File: src/rtl/riscv_pkg.sv
// ============================================================================
// riscv_pkg : shared types and encodings for the multicycle RV32I control
// Revision  : 1.0
// ============================================================================
`default_nettype none

package riscv_pkg;

  typedef enum logic [3:0] {
    S_FETCH    = 4'd0,
    S_DECODE   = 4'd1,
    S_MEMADR   = 4'd2,
    S_MEMREAD  = 4'd3,
    S_MEMWB    = 4'd4,
    S_MEMWRITE = 4'd5,
    S_EXECR    = 4'd6,
    S_EXECI    = 4'd7,
    S_ALUWB    = 4'd8,
    S_BEQ      = 4'd9,
    S_JAL      = 4'd10,
    S_TRAP     = 4'd11
  } ctrl_state_enum;

  localparam logic [6:0] OP_LOAD   = 7'b0000011;
  localparam logic [6:0] OP_STORE  = 7'b0100011;
  localparam logic [6:0] OP_R      = 7'b0110011;
  localparam logic [6:0] OP_I      = 7'b0010011;
  localparam logic [6:0] OP_BRANCH = 7'b1100011;
  localparam logic [6:0] OP_JAL    = 7'b1101111;

  localparam logic [1:0] ALUOP_ADD   = 2'b00;
  localparam logic [1:0] ALUOP_SUB   = 2'b01;
  localparam logic [1:0] ALUOP_FUNCT = 2'b10;

  localparam logic [1:0] TRAP_NONE    = 2'b00;
  localparam logic [1:0] TRAP_ILLEGAL = 2'b01;
  localparam logic [1:0] TRAP_TIMEOUT = 2'b10;

  function automatic logic is_mem_state(input ctrl_state_enum s);
    return (s == S_FETCH) || (s == S_MEMREAD) || (s == S_MEMWRITE);
  endfunction

endpackage

`default_nettype wire

File: src/rtl/mc_outdec.sv
// ============================================================================
// mc_outdec : Moore control-word decoder for the multicycle controller
// Revision  : 1.0
// ============================================================================
`default_nettype none

module mc_outdec
  import riscv_pkg::*;
(
  input  logic [3:0] state_i,
  input  logic       mem_ready_i,
  input  logic       zero_i,
  output logic       mem_req_o,
  output logic       mem_write_o,
  output logic       adr_src_o,
  output logic       ir_write_o,
  output logic       pc_write_o,
  output logic       reg_write_o,
  output logic [1:0] result_src_o,
  output logic [1:0] alu_src_a_o,
  output logic [1:0] alu_src_b_o,
  output logic [1:0] alu_op_o,
  output logic       retire_o,
  output logic       trap_o
);

  always_comb begin
    mem_req_o    = 1'b0;
    mem_write_o  = 1'b0;
    adr_src_o    = 1'b0;
    ir_write_o   = 1'b0;
    pc_write_o   = 1'b0;
    reg_write_o  = 1'b0;
    result_src_o = 2'b00;
    alu_src_a_o  = 2'b00;
    alu_src_b_o  = 2'b00;
    alu_op_o     = ALUOP_ADD;
    retire_o     = 1'b0;
    trap_o       = 1'b0;
    case (ctrl_state_enum'(state_i))
      S_FETCH: begin
        // PC+4 is written back only on the completing cycle of the fetch
        mem_req_o    = 1'b1;
        alu_src_b_o  = 2'b10;
        result_src_o = 2'b10;
        ir_write_o   = mem_ready_i;
        pc_write_o   = mem_ready_i;
      end
      S_DECODE: begin
        alu_src_a_o = 2'b01;
        alu_src_b_o = 2'b01;
      end
      S_MEMADR: begin
        alu_src_a_o = 2'b10;
        alu_src_b_o = 2'b01;
      end
      S_MEMREAD: begin
        mem_req_o = 1'b1;
        adr_src_o = 1'b1;
      end
      S_MEMWB: begin
        result_src_o = 2'b01;
        reg_write_o  = 1'b1;
        retire_o     = 1'b1;
      end
      S_MEMWRITE: begin
        mem_req_o   = 1'b1;
        mem_write_o = 1'b1;
        adr_src_o   = 1'b1;
        retire_o    = mem_ready_i;
      end
      S_EXECR: begin
        alu_src_a_o = 2'b10;
        alu_op_o    = ALUOP_FUNCT;
      end
      S_EXECI: begin
        alu_src_a_o = 2'b10;
        alu_src_b_o = 2'b01;
        alu_op_o    = ALUOP_FUNCT;
      end
      S_ALUWB: begin
        reg_write_o = 1'b1;
        retire_o    = 1'b1;
      end
      S_BEQ: begin
        alu_src_a_o = 2'b10;
        alu_op_o    = ALUOP_SUB;
        pc_write_o  = zero_i;
        retire_o    = 1'b1;
      end
      S_JAL: begin
        alu_src_a_o = 2'b01;
        alu_src_b_o = 2'b10;
        pc_write_o  = 1'b1;
      end
      S_TRAP: begin
        trap_o = 1'b1;
      end
      default: ;
    endcase
  end

endmodule

`default_nettype wire

File: src/rtl/riscv_multicycle_ctrl.sv
// ============================================================================
// riscv_multicycle_ctrl : main control FSM with memory watchdog and trap
// Revision              : 1.0
// ============================================================================
`default_nettype none

module riscv_multicycle_ctrl
  import riscv_pkg::*;
#(
  parameter int MEM_TIMEOUT = 16
) (
  input  logic       clk,
  input  logic       reset,
  input  logic [6:0] opcode,
  input  logic       Zero,
  input  logic       mem_ready,
  output logic       mem_req,
  output logic       MemWrite,
  output logic       AdrSrc,
  output logic       IRWrite,
  output logic       PCWrite,
  output logic       RegWrite,
  output logic [1:0] ResultSrc,
  output logic [1:0] ALUSrcA,
  output logic [1:0] ALUSrcB,
  output logic [1:0] ALUOp,
  output logic       retire,
  output logic       trap,
  output logic [1:0] trap_cause
);

  ctrl_state_enum state_q, state_d;
  logic [7:0]     wcnt_q, wcnt_d;
  logic [1:0]     cause_q, cause_d;
  logic           timeout;

  // The wait that would bring the count to MEM_TIMEOUT is the last one allowed
  assign timeout = (wcnt_q == 8'(MEM_TIMEOUT - 1)) && !mem_ready;

  always_ff @(posedge clk or negedge reset) begin
    if (!reset) begin
      state_q <= S_FETCH;
      wcnt_q  <= 8'd0;
      cause_q <= TRAP_NONE;
    end else begin
      state_q <= state_d;
      wcnt_q  <= wcnt_d;
      cause_q <= cause_d;
    end
  end

  always_comb begin
    state_d = state_q;
    cause_d = cause_q;
    case (state_q)
      S_FETCH: begin
        if (mem_ready) begin
          state_d = S_DECODE;
        end else if (timeout) begin
          state_d = S_TRAP;
          cause_d = TRAP_TIMEOUT;
        end
      end
      S_DECODE: begin
        case (opcode)
          OP_LOAD, OP_STORE: state_d = S_MEMADR;
          OP_R:              state_d = S_EXECR;
          OP_I:              state_d = S_EXECI;
          OP_BRANCH:         state_d = S_BEQ;
          OP_JAL:            state_d = S_JAL;
          default: begin
            state_d = S_TRAP;
            cause_d = TRAP_ILLEGAL;
          end
        endcase
      end
      S_MEMADR:  state_d = opcode[5] ? S_MEMWRITE : S_MEMREAD;
      S_MEMREAD: begin
        if (mem_ready) begin
          state_d = S_MEMWB;
        end else if (timeout) begin
          state_d = S_TRAP;
          cause_d = TRAP_TIMEOUT;
        end
      end
      S_MEMWRITE: begin
        if (mem_ready) begin
          state_d = S_FETCH;
        end else if (timeout) begin
          state_d = S_TRAP;
          cause_d = TRAP_TIMEOUT;
        end
      end
      S_MEMWB, S_ALUWB, S_BEQ: state_d = S_FETCH;
      S_EXECR, S_EXECI, S_JAL: state_d = S_ALUWB;
      S_TRAP:                  state_d = S_TRAP;
      default:                 state_d = S_TRAP;
    endcase
  end

  // Any state change is an entry into a fresh state, so the wait count restarts
  always_comb begin
    wcnt_d = wcnt_q;
    if (state_d != state_q) begin
      wcnt_d = 8'd0;
    end else if (is_mem_state(state_q) && !mem_ready) begin
      wcnt_d = wcnt_q + 8'd1;
    end
  end

  logic       dec_mem_req, dec_mem_write, dec_adr_src, dec_ir_write;
  logic       dec_pc_write, dec_reg_write, dec_retire, dec_trap;
  logic [1:0] dec_result_src, dec_alu_src_a, dec_alu_src_b, dec_alu_op;

  mc_outdec u_outdec (
    .state_i      (state_q),
    .mem_ready_i  (mem_ready),
    .zero_i       (Zero),
    .mem_req_o    (dec_mem_req),
    .mem_write_o  (dec_mem_write),
    .adr_src_o    (dec_adr_src),
    .ir_write_o   (dec_ir_write),
    .pc_write_o   (dec_pc_write),
    .reg_write_o  (dec_reg_write),
    .result_src_o (dec_result_src),
    .alu_src_a_o  (dec_alu_src_a),
    .alu_src_b_o  (dec_alu_src_b),
    .alu_op_o     (dec_alu_op),
    .retire_o     (dec_retire),
    .trap_o       (dec_trap)
  );

  // Gating with reset makes every control, mem_req included, drop asynchronously
  assign mem_req    = reset & dec_mem_req;
  assign MemWrite   = reset & dec_mem_write;
  assign AdrSrc     = reset & dec_adr_src;
  assign IRWrite    = reset & dec_ir_write;
  assign PCWrite    = reset & dec_pc_write;
  assign RegWrite   = reset & dec_reg_write;
  assign ResultSrc  = {2{reset}} & dec_result_src;
  assign ALUSrcA    = {2{reset}} & dec_alu_src_a;
  assign ALUSrcB    = {2{reset}} & dec_alu_src_b;
  assign ALUOp      = {2{reset}} & dec_alu_op;
  assign retire     = reset & dec_retire;
  assign trap       = reset & dec_trap;
  assign trap_cause = {2{reset}} & cause_q;

endmodule

`default_nettype wire

File: config.mk
export PLATFORM = sky130hd
export DESIGN_NAME = riscv_multicycle_ctrl
export DESIGN_NICKNAME = d
export VERILOG_FILES = /design/src/rtl/riscv_pkg.sv /design/src/rtl/mc_outdec.sv /design/src/rtl/riscv_multicycle_ctrl.sv
export SDC_FILE = /design/constraint.sdc
export NUM_CORES = 1
export LEC_CHECK = 0
export ABC_CLOCK_PERIOD_IN_PS = 3900
export BUFFER_PORTS_ARGS = -buffer_cell sky130_fd_sc_hd__buf_2
export CORE_UTILIZATION = 35
export DETAILED_ROUTE_END_ITERATION = 8
export PLACE_DENSITY = 0.57
export SYNTH_ARGS = -nofsm -noshare
export SYNTH_HDL_FRONTEND = slang
export SYNTH_SLANG_ARGS = --single-unit
File: constraint.sdc
create_clock -name clk -period 3.9 [get_ports clk]
set_input_delay 0.195 -clock clk [delete_from_list [all_inputs] [get_ports clk]]
set_output_delay 0.195 -clock clk [all_outputs]
set_load 0.02 [all_outputs]
# ---- Word-level counts from Yosys, hierarchy flattened
# Index checks and enable logic that the tools add are counted.
dict set report word_totals {
  memories 0
  romBits 0
  ramBits 0
  elab_cells 85
  out_inout_bits 18
  latchBits 0
  ff_bits 14
}
dict set report op_classes {
  mux 25
  reduce_logical 21
  n_bitwise 13
  eq_ne 22
  shifts 0
  multipliers 0
  n_addsub 1
  n_div 0
  magnitude_cmp 0
}
# op count
set op_table {}
lappend op_table {{4-bit case mux with 7 select lines} 1}
lappend op_table {{2-bit case mux with 2 select lines} 5}
lappend op_table {{4-bit case mux with 5 select lines} 1}
lappend op_table {{4-bit by 3-bit equality test with 1-bit output, second input constant} 4}
lappend op_table {{4-bit equality test, second input constant} 4}
lappend op_table {{4-bit two-way mux} 4}
lappend op_table {{8-bit two-way mux} 2}
lappend op_table {{7-bit by 6-bit equality test with 1-bit output, second input constant} 2}
lappend op_table {{7-bit equality test, second input constant} 2}
lappend op_table {{2-bit OR reduction} 6}
lappend op_table {{3-bit OR reduction} 4}
lappend op_table {{2-bit AND} 5}
lappend op_table {{8-bit by 1-bit adder with 8-bit output, second input constant} 1}
lappend op_table {{1-bit AND} 8}
lappend op_table {{4-bit by 2-bit equality test with 1-bit output, second input constant} 2}
lappend op_table {{8-bit by 4-bit equality test with 1-bit output, second input constant} 1}
lappend op_table {{7-bit by 2-bit equality test with 1-bit output, second input constant} 1}
lappend op_table {{7-bit by 5-bit equality test with 1-bit output, second input constant} 1}
lappend op_table {{1-bit two-way mux} 6}
lappend op_table {{2-bit two-way mux} 3}
lappend op_table {{6-bit OR reduction} 1}
lappend op_table {{4-bit by 1-bit equality test with 1-bit output, second input constant} 1}
lappend op_table {{4-bit zero test} 1}
lappend op_table {{2-bit inequality test, second input constant} 2}
lappend op_table {{other kinds (11)} 14}

# ---- Logic depth before layout (Yosys ltp)
# Gate-level depths: netlist (run 1).
dict set report depth {
  word_depth 7
  mapped_depth 7
  mapped_depth_nobuf 6
}

# ---- Modules after synthesis
# Synthesis (run 1) repeated with hierarchy kept, for this count alone.
dict set report unflattened {
  hier_cells 176
  hier_area_um2 1416.4
}
# mod cells_per_inst instances seq_area_each_um2 area_each_um2
set by_module_without_submodules {}
lappend by_module_without_submodules {riscv_multicycle_ctrl 137 1 350.3 1183.6}
lappend by_module_without_submodules {mc_outdec 39 1 0.0 232.7}

# ---- Worst setup path before layout (run 1)
# No wires, ideal clock.
dict set report synth_path {
  path_kind {register to register}
  startpoint {register wcnt_q[0]}
  endpoint {register wcnt_q[0]}
  t_required_ns 3.762
  path_stages_with_launch 7
  path_buffers 0
  arrival_ns 1.811
  setup_slack_ns 1.951
  path_cell_list {dfrtp_1 > ha_1 > or4b_1 > nor4_4 > o32ai_1 > nand4b_2 > nor3_1}
}
dict set report synth_via {
  elab_chain_len 7
  elab_cells_between_ends 12
  cone_classes {add/sub: 1; eq/ne: 2; mux: 7; reduce/logical: 2}
}
# item line
set synth_lines {}
lappend synth_lines {{start, declared} riscv_multicycle_ctrl.sv:33} ;# logic [7:0] wcnt_q, wcnt_d;
lappend synth_lines {{start signal, assigned} riscv_multicycle_ctrl.sv:47} ;# wcnt_q <= wcnt_d;
lappend synth_lines {{8-bit by 4-bit equality test with 1-bit output} riscv_multicycle_ctrl.sv:38} ;# assign timeout = (wcnt_q == 8'(MEM_TIMEOUT - 1)) && !mem_ready;
lappend synth_lines {{1-bit logical AND} riscv_multicycle_ctrl.sv:38}
lappend synth_lines {{4-bit two-way mux} {riscv_multicycle_ctrl.sv:59, riscv_multicycle_ctrl.sv:81, riscv_multicycle_ctrl.sv:89}}
lappend synth_lines {{4-bit two-way mux (on tied branches)} {riscv_multicycle_ctrl.sv:87, riscv_multicycle_ctrl.sv:57, riscv_multicycle_ctrl.sv:79}}
lappend synth_lines {{4-bit case mux with 7 select lines} riscv_multicycle_ctrl.sv:55} ;# case (state_q)
lappend synth_lines {{4-bit inequality test} riscv_multicycle_ctrl.sv:104} ;# if (state_d != state_q) begin
lappend synth_lines {{8-bit two-way mux or 2-bit nonzero test (tied branches)} -}
# Parallel ways exist; a longest one is shown, timed or not. The select of a mux whose other input is x is not followed.
# A chain may end at the register's enable or synchronous reset.

# ---- Worst setup path after layout (run 1)
dict set report layout_path {
  startpoint {register state_q[1]}
  endpoint {register wcnt_q[5]}
}
dict set report layout_via {
  elab_chain_len 5
  elab_cells_between_ends 24
  cone_classes {eq/ne: 11; mux: 6; reduce/logical: 7}
}
# item line
set layout_lines {}
lappend layout_lines {{start, declared} riscv_multicycle_ctrl.sv:32} ;# ctrl_state_enum state_q, state_d;
lappend layout_lines {{start signal, assigned} riscv_multicycle_ctrl.sv:46} ;# state_q <= state_d;
lappend layout_lines {{4-bit equality test (tied with other cells)} riscv_multicycle_ctrl.sv:55}
lappend layout_lines {{3-bit OR reduction (tied with other cells)} riscv_multicycle_ctrl.sv:55}
lappend layout_lines {{4-bit case mux with 7 select lines or 1-bit logical OR (tied branches)} {riscv_multicycle_ctrl.sv:55, riscv_pkg.sv:40}}
lappend layout_lines {{4-bit inequality test or 1-bit logical AND (tied branches)} {riscv_multicycle_ctrl.sv:104, riscv_multicycle_ctrl.sv:106}}
lappend layout_lines {{8-bit two-way mux or 2-bit nonzero test (tied branches)} -}
# Parallel ways exist; a longest one is shown, timed or not.

==> impl_metrics.toml, run 1 <==
[worst_setup_path]
end_kind = "flop"
cp.required_ns = 4.00
crit_family = "simple AND/OR/NAND/NOR gates"
cp_slowest_stage_delay_ns = 0.70
crit_chain = "or4b_4 > a41oi_1 > a211oi_1 > mux2i_2 > nor3_1"
crit_fanout = 29
cp.arrival_ns = 2.56
worst-r2r-setup-slack_ns = 1.44
worstSetupPathType = "reg -> reg"
crit_slowest_cell = "or4b_4"
start_kind = "flop"
crit_buf_inv = 0

[global_routing]
grt_pass1_vias = 1196
grt_overflow_total = 0
track_usage = 0.166
grt_max_degree = 30
antenna_found_initial = 0
grt_pass1_wl_um = 5410

[yosys]
synth_edf_count = 0
synth_fa_ha_area_frac = 0.00939
yosys.area_share.simple = 0.385
synthXorXnorAreaFrac = 0.0657
synth_compound_area_frac = 0.196
avgSynthCellArea_sq_um = 7.88
async_reset_ff_frac = 1.00
yosys_warnings = 0
synthFlopType = "dfrtp_1"
yosys_register_bits = 14
syn-num-nets = 181
netlist_area_sq_um = 1330
synth_top_family_by_area = "simple AND/OR/NAND/NOR gates"
synthMuxAreaShare = 0.0254
synth.distinct_cells = 51
yosysSeqAreaShare = 0.263
synth_cells = 169

[clocking]
cts_setup_buffers = 0
cts_tree = "yes"
clock_sinks = 14
cts_buffers = 3
clock_path_buffers = 2
clk_latency_ns = 0.24
ctsResizeCount = 0
htreeDepth = 1
hold_buffers = 1
root_buffer = "clkbuf_8"
clk_pin_slew_ns = 0.06

[power_and_ir_drop]
powerDensity_nw_per_um2 = 694
ir_drop_v = 0.000216
switching_share = 0.511
clkPwrFrac = 0.128
p_leak_nw = 0.686
p_comb_frac = 0.581
switchingPower_mw = 0.547
seq_power_share = 0.290
p_int_mw = 0.524
power.total_mw = 1.07

[floorplan]
rows = 22
start_util = 0.364
dieArea_sq_um = 4060
io_pins = 29
core_area_sq_um = 3660
dieWidth_um = 63.7
die_height_um = 63.7

[routing]
drt-total-wl_um = 3180
drc = 0
routedWlPerCell_um = 13.3
dr.pass1.iters = 4
antenna_left = 0
vias = 1351
avgViaCountPerCell = 5.65
drtIter0Drc = 54

[sta]
worst_pin_slew_ns = 0.860
slew-limit-headroom = 0.427
setup_violations = 0
fin_skew_ns = 0.00603
setup_tns_ns = 0
rsz0062_at_grt = "no"
slew_violations = 0
min_period_ns = 2.46
min_period_over_period = 0.630
hold_viol = 0
fmax_mhz = 407

[cells_and_area]
syn_to_final_growth_pct = 15.8
multi_input_area_sq_um = 908
nFillCells = 377
n_antenna_cell = 0
nets = 204
final_cell_mix = "buf_2 (28), nand2_1 (15), nor2_1 (14), a21oi_1 (14), dfrtp_1 (14)"
final_common_cell = "buf_2"
drive_gt1_frac = 0.220
post-route-util = 0.421
seqCellArea_sq_um = 350
design_area_sq_um = 1540

[placed_design]
gp_congestion = 0.794
dpl_cell_area_sq_um = 1480
hpwl_um = 2340
port_buffers = 28

[outcome]
outcome = "finished, final reports clean"

[run]
max_cap_violations = 0

[min_path]
min_path_type = "in -> reg"
[path summary, 6_finish.rpt]
check                            from    endpoint  cells after the start
max                        state_q[1]   wcnt_q[5]                      5
min                         opcode[4]  state_q[0]                      3
max in group asynchronous       reset   wcnt_q[2]                      2
max reg2reg                state_q[1]   wcnt_q[5]                      5
min reg2reg                cause_q[1]  cause_q[1]                      1
min in group asynchronous       reset  state_q[2]                      2
[final cells by class]
type	count	area share
Timing Repair Buffer	29	0.0973
Tap cell	48	0.0389
Multi-Input combinational cell	139	0.589
Clock buffer	4	0.0357
Inverter	5	0.0122
Sequential cell	14	0.227
[layer usage]
| layer | GRT usage | vias to the layer above | wire (um) |
|---|---|---|---|
| met3 | 0.0217 | 2 | 79 |
| met1 | 0.235 | 653 | 1540 |
| li1 | - | 668 | - |
| met5 | 0 | - | 0 |
| met4 | 0.0341 | 0 | 15 |
| met2 | 0.266 | 28 | 1540 |
[synth_stat cells, types with 2 or more instances]
master	n	area, sq um
nand2_1	15	56.3
a21oi_1	14	70.1
dfrtp_1	14	350
nor2_1	14	52.6
nor3_1	12	60.1
nand3_1	7	35.0
o21ai_0	6	30.0
and3_1	5	31.3
clkbuf_1	5	18.8
xnor2_1	5	43.8
xor2_1	5	43.8
and2_1	4	25.0
inv_1	4	15.0
nand2b_1	4	25.0
nand4_1	4	25.0
nor2b_1	3	18.8
nor4_1	3	18.8
o32ai_1	3	26.3
a211oi_1	2	15.0
a21o_1	2	15.0
buf_1	2	7.51
buf_2	2	10.0
mux2i_1	2	20.0
nor4_4	2	42.5
o21a_1	2	15.0
o21ai_1	2	10.0
or3_1	2	12.5
[registers in the layout, summed over array words and instances, names as in the netlist]
register / count
state_q: 4
cause_q: 2
wcnt_q: 8
[stage by stage]
step	hold slack, ns	setup WS [ns]	instances
floorplan	-0.101	1.95	169
global placement	0.149	1.55	234
detailed placement	0.150	1.47	234
CTS	0.356	1.46	239
global route	0.404	1.28	239
finish	0.364	1.44	239
[cell families (layout without fill, tap and decap cells)]
logic type	Yosys count	after routing
adder cells (fa/ha/maj)	1	1
AND/OR/NAND/NOR	86	86
XOR/XNOR	10	10
flip-flops	14	14
AO/OA/AOI/OAI	39	39
buffers and inverters	16	38
multiplexers	3	3
[power groups by stage]
stage | logic (mW) | registers (mW) | clock network, mW
after floorplan | 0.611 | 0.195 | 0
after global placement | 0.621 | 0.312 | 0
after detailed placement | 0.624 | 0.313 | 0
after CTS | 0.626 | 0.309 | 0.143
after global routing | 0.687 | 0.326 | 0.150
final | 0.623 | 0.311 | 0.137
[tightest hold or removal path, cell delays in order]
cell,delay (ns)
buf_2,0.11
a211oi_1,0.07
o22ai_1,0.17
(Power assumes the default switching activity.)
==> run 2: changes to the inputs <==
- ABC_AREA: default -> 1
- ABC_CLOCK_PERIOD_IN_PS: 3900 -> 2500
- PLACE_DENSITY: 0.57 -> 0.58
- clock period: 3.9 -> 2.5 ns (I/O delays scaled with it)
==> run 2 against run 1 <==
  * Flip-flop and latch count unchanged
  * Combinational power rose by 42%
  * Core utilization increased by 1.4 points
  * Maximum frequency increased by 32%
  * Register-to-register slack lost 0.80 ns
  * Clock-buffer cell count is the same
  * Design area is 5.9% lower
  * Critical path type unchanged
  * Critical endpoint is now wcnt_q[4]
==> impl_metrics.toml, run 2 <==
[routing]
vias = 1260
dr.pass1.iters = 4
dr_wl_met2_um = 1270
wl_met1_um = 1370
top_layer = "met4"
antenna_left = 0
drtIter0Drc = 35
routedWlPerCell_um = 10.1
avgViaCountPerCell = 4.62
drc = 0
route.met3.wl_um = 69
drt-total-wl_um = 2740

[yosys]
synth.distinct_cells = 25
avgSynthCellArea_sq_um = 6.23
yosys_register_bits = 14
synth_common_cells = "nand2_1 (50), nor2_1 (36), inv_1 (29)"
synthFlopType = "dfrtp_1"
yosysSeqAreaShare = 0.288
async_reset_ff_frac = 1.00
netlist_area_sq_um = 1210
syn-num-nets = 207
synth_top_area_share = 0.288
synth_cells = 195
yosys_warnings = 0
yosysMostFrequentCell = "nand2_1"
synth_edf_count = 0
yosysTopAreaCell = "dfrtp_1"
synth_top_cells_by_area = "dfrtp_1 (29%), nand2_1 (15%), nor2_1 (11%)"

[floorplan]
die_height_um = 60.9
rows = 21
dieArea_sq_um = 3710
io_pins = 29
start_util = 0.364
dieWidth_um = 60.9
core_area_sq_um = 3340

[clocking]
root_buffer = "clkbuf_4"
htreeDepth = 1
clk_latency_ns = 0.28
ctsResizeCount = 0
cts_tree = "yes"
clk_pin_slew_ns = 0.09
cts_buffers = 3
clock_sinks = 14
clock_path_buffers = 2

[placed_design]
dp_slack_ns = 0.646
dp.cells = 268
hpwl_um = 2250
port_buffers = 28
gp_congestion = 0.913
dpl_cell_area_sq_um = 1410

[worst_setup_path]
start_kind = "flop"
worstSetupPathType = "reg -> reg"
crit_slowest_cell = "dfrtp_1"
crit_chain = "nor2_2 > nand2_1 > nand3_4 > nand2_4 > inv_6 > nand2_2 > nand3_1 > nand2_1 > nor2_2 > nand3_4 > nor2_1"
crit_fanout = 8
end_kind = "flop"
cp_slowest_stage_delay_ns = 0.45
cp.required_ns = 2.72
cp.arrival_ns = 2.08

[power_and_ir_drop]
ir_drop_v = 0.000254
powerDensity_nw_per_um2 = 960
p_int_mw = 0.653
clkPwrFrac = 0.120
p_comb_frac = 0.637
switching_share = 0.531
power.total_mw = 1.39
seq_power_share = 0.243
switchingPower_mw = 0.740
p_leak_nw = 0.827

[sta]
rsz0062_at_grt = "no"
worst_pin_slew_ns = 0.397
hold_viol = 0
setup_ws_ns = 0.644
slew-limit-headroom = 0.735
min_period_over_period = 0.742
min_period_ns = 1.86
setup_violations = 0
holdWs_ns = 0.275
setup_tns_ns = 0
fmax_mhz = 539
slew_violations = 0
fin_skew_ns = 0.00306

[cells_and_area]
final_cell_mix = "nand2_1 (50), nor2_1 (36), inv_1 (29)"
largest_register_ff_count = 8
n_antenna_cell = 0
syn_to_final_growth_pct = 19.5
nFillCells = 389
design_area_sq_um = 1450
drive_gt1_frac = 0.229
nets = 240
multi_input_area_sq_um = 721
top_register = "wcnt_q"
seqCellArea_sq_um = 350
final_common_cell = "nand2_1"
fin_cells = 273
reg_top3 = "wcnt_q x8, state_q x4, cause_q x2"
post-route-util = 0.435

[global_routing]
grt_pass1_vias = 1045
antenna_found_initial = 0
track_usage = 0.160
grt_pass1_wl_um = 4480
grt_max_degree = 18
grt_overflow_total = 0

[outcome]
outcome = "finished, final reports clean"

[run]
max_cap_violations = 0

[min_path]
min_path_type = "in -> reg"
run 2: cell types whose count changed in the layout (fill, tap and decap cells not counted), sizes merged, moves of 4 or more:
cell    change
a31oi       +4
nor2       +25
inv        +28
nand2b      -4
and3        -5
nand3       +8
nand2      +43
and2        -4
xnor2       -5
a21oi       -8
nor3        -8
run 2: routing by layer:
metal,global-route usage,up-vias
met2,0.254,19
met4,0.0487,0
li1,-,667
met5,0,-
met1,0.229,570
met3,0.0128,4
run 2: path summary, 6_finish.rpt:
check | endpoint | start | slack (ns) | cells after the start
max in group asynchronous | state_q[1] | reset | 1.98 | 3
max reg2reg | wcnt_q[4] | state_q[2] | 0.64 | 11
min in group asynchronous | wcnt_q[3] | reset | 0.34 | 3
min | state_q[2] | mem_ready | 0.27 | 5
max | wcnt_q[4] | state_q[2] | 0.64 | 11
min reg2reg | cause_q[1] | cause_q[1] | 0.48 | 2
run 2: kinds of logic (layout without fill, tap and decap cells):
group | count (synthesis) | after routing | share of synthesized area
compound gates | 18 | 18 | 0.0834
xor+xnor | 7 | 7 | 0.0505
fa+ha+maj | 1 | 1 | 0.0103
buf+inv | 35 | 67 | 0.118
flops | 14 | 14 | 0.288
simple gates | 120 | 120 | 0.449
run 2: final cells by class:
cell class	count	area share
inverters	33	0.0888
clock buffers	4	0.0250
well taps	46	0.0397
flip-flops and latches	14	0.241
multi-input cells	146	0.497
repair buffers	30	0.109
run 2: worst max-delay path: cells and delay by family, from the launching register on:
family                 cells  cell delay, ns
and+or+nand+nor           10            1.24
DFF                        1            0.45
buffers and inverters      1            0.10
run 2: timing repair:
item / CTS / global route
hold endpoints to repair: 14 / 0
hold buffers: 1 / 0
setup buffers: 0 / 0
run 2: power by group through the flow:
| stage | sequential [mW] | combinational (mW) | clock (mW) |
|---|---|---|---|
| after global placement | 0.343 | 0.896 | 0 |
| after global routing | 0.349 | 1.00 | 0.182 |
| final | 0.339 | 0.887 | 0.167 |
| after detailed placement | 0.342 | 0.894 | 0 |
| after floorplan | 0.318 | 0.727 | 0 |
| after CTS | 0.338 | 0.896 | 0.173 |
